==> config.mk <==
export PLATFORM = sky130hd
export DESIGN_NAME = instr_fetch
export DESIGN_NICKNAME = d
export VERILOG_FILES = /design/src/rtl/instr_fetch.sv
export SDC_FILE = /design/constraint.sdc
export NUM_CORES = 1
export LEC_CHECK = 0
export CAP_MARGIN = 0
export CORE_ASPECT_RATIO = 1.1
export CORE_MARGIN = 5
export CORE_UTILIZATION = 25
export DETAILED_ROUTE_END_ITERATION = 7
export PLACE_DENSITY = 0.55
export SYNTH_ARGS = -nofsm -noshare
export SYNTH_HDL_FRONTEND = slang
export SYNTH_SLANG_ARGS = --single-unit
==> constraint.sdc <==
create_clock -name clk -period 2.5 [get_ports clk]
set_clock_uncertainty 0.2 [all_clocks]
set_input_delay 0.25 -clock clk [delete_from_list [all_inputs] [get_ports clk]]
set_output_delay 0.25 -clock clk [all_outputs]
set_load 0.01 [all_outputs]
==> src/rtl/instr_fetch.sv <==
// rtl/instr_fetch.sv - instruction fetch unit: credit-based prefetch buffer with branch redirect
// Optional performance counters are compiled in with FETCH_PERF_EN.
module instr_fetch #(
    parameter int AW    = 8,
    parameter int DEPTH = 4
) (
    input  logic          clk,
    input  logic          reset_n,
    output logic [AW-1:0] im_addr,
    output logic          im_re,
    input  logic [31:0]   im_rdata,
    input  logic          redir_valid,
    input  logic [AW-1:0] redir_pc,
    output logic          out_valid,
    output logic [31:0]   out_instr,
    output logic [AW-1:0] out_pc,
    input  logic          out_ready
`ifdef FETCH_PERF_EN
    ,
    output logic [15:0]   perf_fetched,
    output logic [15:0]   perf_flushed
`endif
);

    localparam int PW = (DEPTH > 1) ? $clog2(DEPTH) : 1;
    localparam int CW = PW + 1;
    localparam logic [CW-1:0] DEPTH_C = CW'(DEPTH);

    typedef enum logic [1:0] {
        BOOT   = 2'd0,
        RUN    = 2'd1,
        REFILL = 2'd2
    } state_t;

    state_t        r_state;
    state_t        w_state_nxt;
    logic [AW-1:0] r_fetch_pc;
    logic          r_inflight;
    logic [AW-1:0] r_inflight_pc;
    logic [31:0]   r_instr_mem [DEPTH];
    logic [AW-1:0] r_pc_mem    [DEPTH];
    logic [PW-1:0] r_wr_ptr;
    logic [PW-1:0] r_rd_ptr;
    logic [CW-1:0] r_count;

    logic [CW-1:0] w_occupancy;
    logic          w_im_re;
    logic          w_push;
    logic          w_pop;
    logic          w_head_valid;

    // A read in flight already owns a buffer slot, so it counts against the credit.
    assign w_occupancy  = r_count + CW'(r_inflight);
    assign w_head_valid = (r_count != '0);
    assign w_pop        = w_head_valid & out_ready;
    assign w_push       = r_inflight & ~redir_valid;

    always_comb begin
        w_state_nxt = r_state;
        w_im_re     = 1'b0;
        case (r_state)
            BOOT: begin
                w_state_nxt = RUN;
            end
            RUN: begin
                w_im_re = (w_occupancy < DEPTH_C);
            end
            REFILL: begin
                w_im_re     = 1'b1;
                w_state_nxt = RUN;
            end
            default: begin
                w_state_nxt = BOOT;
            end
        endcase
        if (redir_valid) begin
            w_im_re     = 1'b0;
            w_state_nxt = REFILL;
        end
    end

    always_ff @(posedge clk or negedge reset_n) begin
        if (!reset_n) begin
            r_state       <= BOOT;
            r_fetch_pc    <= '0;
            r_inflight    <= 1'b0;
            r_inflight_pc <= '0;
        end else begin
            r_state    <= w_state_nxt;
            r_inflight <= w_im_re;
            if (redir_valid) begin
                r_fetch_pc <= redir_pc;
            end else if (w_im_re) begin
                r_fetch_pc    <= r_fetch_pc + 1'b1;
                r_inflight_pc <= r_fetch_pc;
            end
        end
    end

    always_ff @(posedge clk or negedge reset_n) begin
        if (!reset_n) begin
            r_wr_ptr <= '0;
            r_rd_ptr <= '0;
            r_count  <= '0;
        end else if (redir_valid) begin
            r_wr_ptr <= '0;
            r_rd_ptr <= '0;
            r_count  <= '0;
        end else begin
            if (w_push) begin
                r_wr_ptr <= r_wr_ptr + 1'b1;
            end
            if (w_pop) begin
                r_rd_ptr <= r_rd_ptr + 1'b1;
            end
            r_count <= r_count + CW'(w_push) - CW'(w_pop);
        end
    end

    // Payload storage needs no reset: nothing is visible until r_count says so.
    always_ff @(posedge clk) begin
        if (w_push) begin
            r_instr_mem[r_wr_ptr] <= im_rdata;
            r_pc_mem[r_wr_ptr]    <= r_inflight_pc;
        end
    end

    assign im_re     = w_im_re;
    assign im_addr   = r_fetch_pc;
    assign out_valid = w_head_valid;
    assign out_instr = w_head_valid ? r_instr_mem[r_rd_ptr] : 32'h0;
    assign out_pc    = w_head_valid ? r_pc_mem[r_rd_ptr] : '0;

`ifdef FETCH_PERF_EN
    logic [15:0]   r_perf_fetched;
    logic [15:0]   r_perf_flushed;
    logic [CW-1:0] w_flush_cnt;
    logic [16:0]   w_flushed_sum;

    // The entry popped in a redirect cycle was delivered, not flushed.
    assign w_flush_cnt   = r_count - CW'(w_pop) + CW'(r_inflight);
    assign w_flushed_sum = {1'b0, r_perf_flushed} + 17'(w_flush_cnt);

    always_ff @(posedge clk or negedge reset_n) begin
        if (!reset_n) begin
            r_perf_fetched <= '0;
            r_perf_flushed <= '0;
        end else begin
            if (w_pop && (r_perf_fetched != 16'hFFFF)) begin
                r_perf_fetched <= r_perf_fetched + 16'd1;
            end
            if (redir_valid) begin
                r_perf_flushed <= w_flushed_sum[16] ? 16'hFFFF : w_flushed_sum[15:0];
            end
        end
    end

    assign perf_fetched = r_perf_fetched;
    assign perf_flushed = r_perf_flushed;
`endif

endmodule
==> results of run 1 <==
-- report_power, final --
group,internal (W),switching (W)
clock network,0.00158,0.00113
logic,0.00184,0.00132
registers,0.00362,0.000179
total,0.00704,0.00264
-- what timing repair did --
item	4_1_cts	5_1_grt
resized for setup	179	35
buffers inserted	8	4
hold buffers	1	0
hold endpoints to repair	26	0
gates cloned	3	0
endpoints found under the setup margin	42	14
pin swaps	9	13
-- cell usage in the layout (no fill, tap or decap), types with 10 or more instances in the layout --
master / synthesis / layout
clkbuf_16: 0 / 17
mux4_2: 40 / 40
and2_1: 47 / 15
clkdlybuf4s50_1: 0 / 52
dfrtp_1: 26 / 24
buf_12: 0 / 12
inv_1: 12 / 12
o211ai_1: 10 / 10
buf_6: 1 / 14
buf_4: 0 / 19
edfxtp_1: 160 / 160
buf_2: 7 / 25
and2_4: 0 / 28
nor2_1: 11 / 11
-- stage by stage --
stage / setup TNS, ns / utilization (%)
3_5_place_dp: 0 / 30.7
3_3_place_gp: 0 / 30.7
4_1_cts: -0.218 / 33.0
5_1_grt: -1.37 / 33.4
6_report: -0.0695 / 33.4
2_1_floorplan: 0 / -
-- registers in the layout, indices dropped and copies added (netlist names) --
register       count
im_addr            8
r_count            3
r_inflight         1
r_inflight_pc      8
r_instr_mem      128
r_pc_mem          32
r_rd_ptr           2
r_state            2
r_wr_ptr           2
-- per-layer routing --
| metal | track usage, % | wire length (um) |
|---|---|---|
| met1 | 12.3 | 6930 |
| met2 | 17.7 | 8620 |
| met3 | 2.76 | 789 |
| met4 | 2.54 | 140 |
| met5 | 0 | 0 |
-- layout make-up --
class	instances	area share (%)
clock buffer	18	4.33
multi-input combinational	184	20.5
inverter	12	0.455
clock inverter	13	1.68
timing repair buffer	130	13.2
tap	374	4.72
sequential	186	55.1
-- tightest hold or removal path, cell delays in order --
cell and delay [ns]:
clkdlybuf4s50_1 0.41, nor2_1 0.10, a31oi_1 0.05
-- worst max-delay path by stage --
stage,to,depth (start not counted)
final,out_instr[4],7
after CTS,out_instr[4],7
after global routing,out_instr[4],7
after global placement,r_count[2],9
after detailed placement,r_count[2],9
after floorplan,r_count[2],10
-- logic make-up (layout without fill, tap and decap cells) --
logic type | Yosys count | in the layout
buffers and inverters | 32 | 173
flip-flops | 186 | 186
adder cells (fa/ha/maj) | 11 | 11
AO/OA/AOI/OAI | 27 | 27
multiplexers | 49 | 49
XOR/XNOR | 5 | 5
AND/OR/NAND/NOR | 92 | 92
==> qor.yml, run 1 <==
diodes: 0
synthMuxAreaShare_pct: 13.3
post-place-ws_ns: 0.0519
firstDrtPassIters: 4
grtUsageTotal_pct: 10.1
slew_violations: 0
dp.cells: 870
worst_slew_pin_slew_ns: 0.580
syn_area_per_cell_um2: 18.7
rows: 66
fp.dieH_um: 192
synthToLayoutAreaGrowth_pct: 31.9
cp_top_family: "buffers and inverters"
ios: 94
synth_simple_gate_area_share_pct: 6.91
final-seq-area_um2: 5460
place_hpwl_mm: 10.2
cp_slowest_stage_delay_ns: 0.50
synthTopCellsByCount: "160 x edfxtp_1, 47 x and2_1, 40 x mux4_2"
synth_seq_cells: 186
synth-compound-area-share_pct: 2.80
path_class: "flop to output pin"
cts_buffers: 17
dieArea_um2: 33600
crit_path_max_fanout: 5
vias: 4043
worst_setup_path_start_kind: "flop"
start_util_pct: 25.3
synth_fp_nets: 457
yosysTopAreaCell: "edfxtp_1"
drv_cap: 0
cts_buffer_depth: 2
routed_wl_mm: 16.5
setup_ws_ns: -0.0420
cts_tree: "yes"
rr_worst_depth: 8
place.gp.congestion: 0.771
status: "finished with violations"
crit_start: "r_rd_ptr[0]"
holdCritPathClass: "input pin to flop"
power.total_w: 0.00968
rsz0062_at_grt: "yes"
clk_latency_ns: 0.42
die_w_um: 175
cts_max_level: 4
cp-end-kind: "output pin"
power_density_nw_per_um2: 977
synth_adder_area_share_pct: 1.93
r2r_start: "r_count[2]"
synth_edf_count: 160
drt_iter0_markers: 181
grt_max_degree: 31
power.leakage_nw: 3.41
synthXorXnorAreaFrac_pct: 0.583
synth.most_common_cell: "edfxtp_1"
timing.final.crit_share_pct: 102
holdPathStages: 3
rr_endpoint: "r_count[1]"
ys_seq_area_share_pct: 72.6
grt_pass1_wl_mm: 25.6
path_cells: "buf_12, buf_12, buf_16, buf_6, mux4_2, and2_4, buf_6"
yosys-top-cells-area: "edfxtp_1 64%, mux4_2 12%, dfrtp_1 8.7%"
final.fill_count: 2825
min_period_ns: 2.54
wl_per_cell_um: 18.0
peakVddDrop_mv: 0.548
worst_slew_margin_rel_pct: 61.1
required_ns: 2.05
design_area_um2: 9910
synthCells: 402
arrival_ns: 2.09
layout.cells.non_filler: 917
cts-root-buf: "clkbuf_16"
port_buffers: 93
antenna_found_initial: 0
cts.clk_slew.worst_paths_ns: 0.07
synth_top_family_by_area: "multiplexers"
synthFlopType: "edfxtp_1"
cts_sinks: 186
synth.top_cell.area_share_pct: 64.0
violations: "setup timing"
reg2reg_slack_ns: 0.13
whs_ns: 0.217
grt_pass1_vias: 4407
hp-start: "redir_pc[1]"
ys_types: 38
coreArea_um2: 29600
setup_viol: 9
layout-drive-gt1-share_pct: 35.7
grt-ovfl-total: 0
yosysWarnings: 0
postRouteAntennaNets: 0
path_buf_inv: 5
multi_input_area_um2: 2030
async_flop_share_pct: 14.0
whs_endpoint: "im_addr[1]"
finalHoldViolations: 0
dpl-instance-area_um2: 9090
cp_slowest_cell: "dfrtp_4"
synth_area_um2: 7510
final_nets: 586
drcViolationCount: 0
vias_per_cell: 4.41
fmax_mhz: 393
No activity file was read; power rests on OpenSTA's default activity.
==> inputs of run 2 (changes only) <==
Settings changed: CORE_UTILIZATION 25 to 50, GPL_ROUTABILITY_DRIVEN from default to 0, PLACE_DENSITY 0.55 to 0.87.
==> run 2 against run 1 <==
- the run now ends clean
- first-iteration DRC count increased by 99%
- register-to-register slack about the same
- sequential cell count unchanged
- total power decreased by 5.1%
- routed wire length decreased by 8.1%
- core utilization increased by 31 points
- sequential power about the same
- critical path depth decreased by 2
- non-clock buffer count decreased by 6
- via count increased by 1.3%
- clock power decreased by 7%
- global-route usage increased by 7.9 points
- critical path type unchanged
- largest cell class unchanged
- largest power group unchanged
==> qor.yml, run 2 (same netlist as run 1, synthesis figures left out) <==
worst_slew_margin_rel_pct: 62.1  # was 61.1%
holdCritPathClass: "input pin to flop"  # unchanged
final_common_cell: "edfxtp_1"  # unchanged
design_area_um2: 9570  # was 9910 um^2
crit_path_max_fanout: 5  # unchanged
start_util_pct: 50.5  # was 25.3%
status: "completed"  # was finished with violations
required_ns: 2.05  # about the same
cts-root-buf: "clkbuf_16"  # unchanged
ios: 94  # unchanged
post-place-ws_ns: 0.0930  # was 0.0519 ns
largestRegisters: "r_instr_mem x128, r_pc_mem x32"  # unchanged
power.leakage_nw: 3.33  # was 3.41 nW
rsz0062_at_grt: "yes"  # unchanged
cts_max_level: 4  # unchanged
slew_violations: 0  # unchanged
peakVddDrop_mv: 0.484  # was 0.548 mV
min_period_ns: 2.47  # was 2.54 ns
synthToLayoutAreaGrowth_pct: 27.4  # was 31.9%
grt_pass1_wl_mm: 24.0  # was 25.6 mm
antenna_found_initial: 0  # unchanged
setup_ws_ns: 0.0309  # was -0.0420 ns
fmax_mhz: 405  # was 393 MHz
finalHoldViolations: 0  # unchanged
power_density_nw_per_um2: 960  # was 977 nW/um^2
firstDrtPassIters: 6  # was 4
final.fill_count: 1008  # was 2825
dpl-instance-area_um2: 8840  # was 9090 um^2
port_buffers: 93  # unchanged
cts_buffer_depth: 2  # unchanged
rows: 47  # was 66
largest-register: "r_instr_mem"  # unchanged
clk_latency_ns: 0.42  # about the same
drv_cap: 0  # unchanged
final_util_pct: 64.3  # was 33.4%
grtUsageTotal_pct: 17.9  # was 10.1%
grt_pass1_vias: 4454  # was 4407
worst_setup_path_start_kind: "flop"  # unchanged
path_class: "flop to output pin"  # unchanged
tns_ns: 0  # was -0.0695 ns
setup_viol: 0  # was 9
drt_iter0_markers: 360  # was 181
cts.clk_slew.worst_paths_ns: 0.06  # was 0.07 ns
grt-ovfl-total: 0  # unchanged
grt_max_degree: 43  # was 31
final_nets: 580  # was 586
vias: 4095  # was 4043
dieArea_um2: 17600  # was 33600 um^2
cts_buffers: 17  # unchanged
place_hpwl_mm: 9.67  # was 10.2 mm
final_cell_mix: "160 x edfxtp_1, 52 x clkdlybuf4s50_1, 40 x mux4_2, 29 x and2_1, 24 x dfrtp_1"  # was 160 x edfxtp_1, 52 x clkdlybuf4s50_1, 40 x mux4_2, 28 x and2_4, 25 x buf_2
fp.dieH_um: 139  # was 192 um
largest_reg_flops: 128  # unchanged
arrival_ns: 2.02  # was 2.09 ns
worst_slew_pin_slew_ns: 0.566  # was 0.580 ns
die_w_um: 127  # was 175 um
diodes: 0  # unchanged
timing.final.crit_share_pct: 98.8  # was 102%
coreArea_um2: 14900  # was 29600 um^2
routed_wl_mm: 15.1  # was 16.5 mm
layout-drive-gt1-share_pct: 30.1  # was 35.7%
drcViolationCount: 0  # unchanged
cts_sinks: 186  # unchanged
cp-end-kind: "output pin"  # unchanged
cts_tree: "yes"  # unchanged
vias_per_cell: 5.58  # was 4.41
postRouteAntennaNets: 0  # unchanged
wl_per_cell_um: 20.6  # was 18.0 um
run 2: where the power goes:
group	leakage [nW]	total [W]	switching, W	internal [W]
logic	1.30	0.00285	0.00122	0.00162
clock network	0.280	0.00253	0.00104	0.00149
registers	1.75	0.00381	0.000183	0.00362
run 2: critical path: stages, from the launching register on:
cell and delay, ns:
dfrtp_4 0.49, buf_6 0.16, buf_16 0.14, mux4_2 0.51, and2_4 0.17, buf_2 0.13
run 2: area by class of cell:
cell class	count	area (um^2)	share of cell area, %
clock buffer	27	546	5.70
clock inverter	5	30.0	0.314
inverter	12	45.0	0.471
multi-input combinational	184	1990	20.8
sequential	186	5460	57.1
tap	196	245	2.56
timing repair buffer	124	1250	13.1
run 2: path summary, 6_finish.rpt:
path                                  start  slack (ns)  cells after the start              to
hold reg to reg            r_inflight_pc[2]        0.32                      0  r_pc_mem[1][2]
hold / removal                  redir_pc[1]        0.21                      3      im_addr[1]
setup / recovery                r_rd_ptr[0]        0.03                      5    out_instr[4]
min in group asynchronous           reset_n        0.51                      2     r_rd_ptr[0]
max in group asynchronous           reset_n        0.99                      3      r_count[1]
setup reg to reg                 r_count[1]        0.13                      8      r_count[1]
run 2: through the flow:
| step | power (W) | std cells | hold WS (ns) |
|---|---|---|---|
| 5_1_grt | 0.00960 | 734 | 0.214 |
| 3_3_place_gp | 0.00644 | 691 | 0.289 |
| 2_1_floorplan | 0.00523 | 402 | -0.246 |
| 4_1_cts | 0.00914 | 735 | 0.176 |
| 6_report | 0.00918 | 734 | 0.211 |
| 3_5_place_dp | 0.00653 | 691 | 0.303 |
run 2: what timing repair did:
item / CTS / global route
setup buffers: 8 / 1
endpoints found under the setup margin: 41 / 26
endpoints found under the hold margin: 10 / 0
resized for setup: 149 / 29
hold buffers: 1 / 0
gates cloned: 3 / 1
run 2: metal layers:
| metal | global-route usage, % | part of all wire (%) | up-vias |
|---|---|---|---|
| li1 | - | - | 1829 |
| met1 | 21.6 | 39 | 2078 |
| met2 | 31.6 | 54 | 159 |
| met3 | 4.31 | 5.0 | 29 |
| met4 | 6.04 | 1.6 | 0 |
| met5 | 0 | 0 | - |
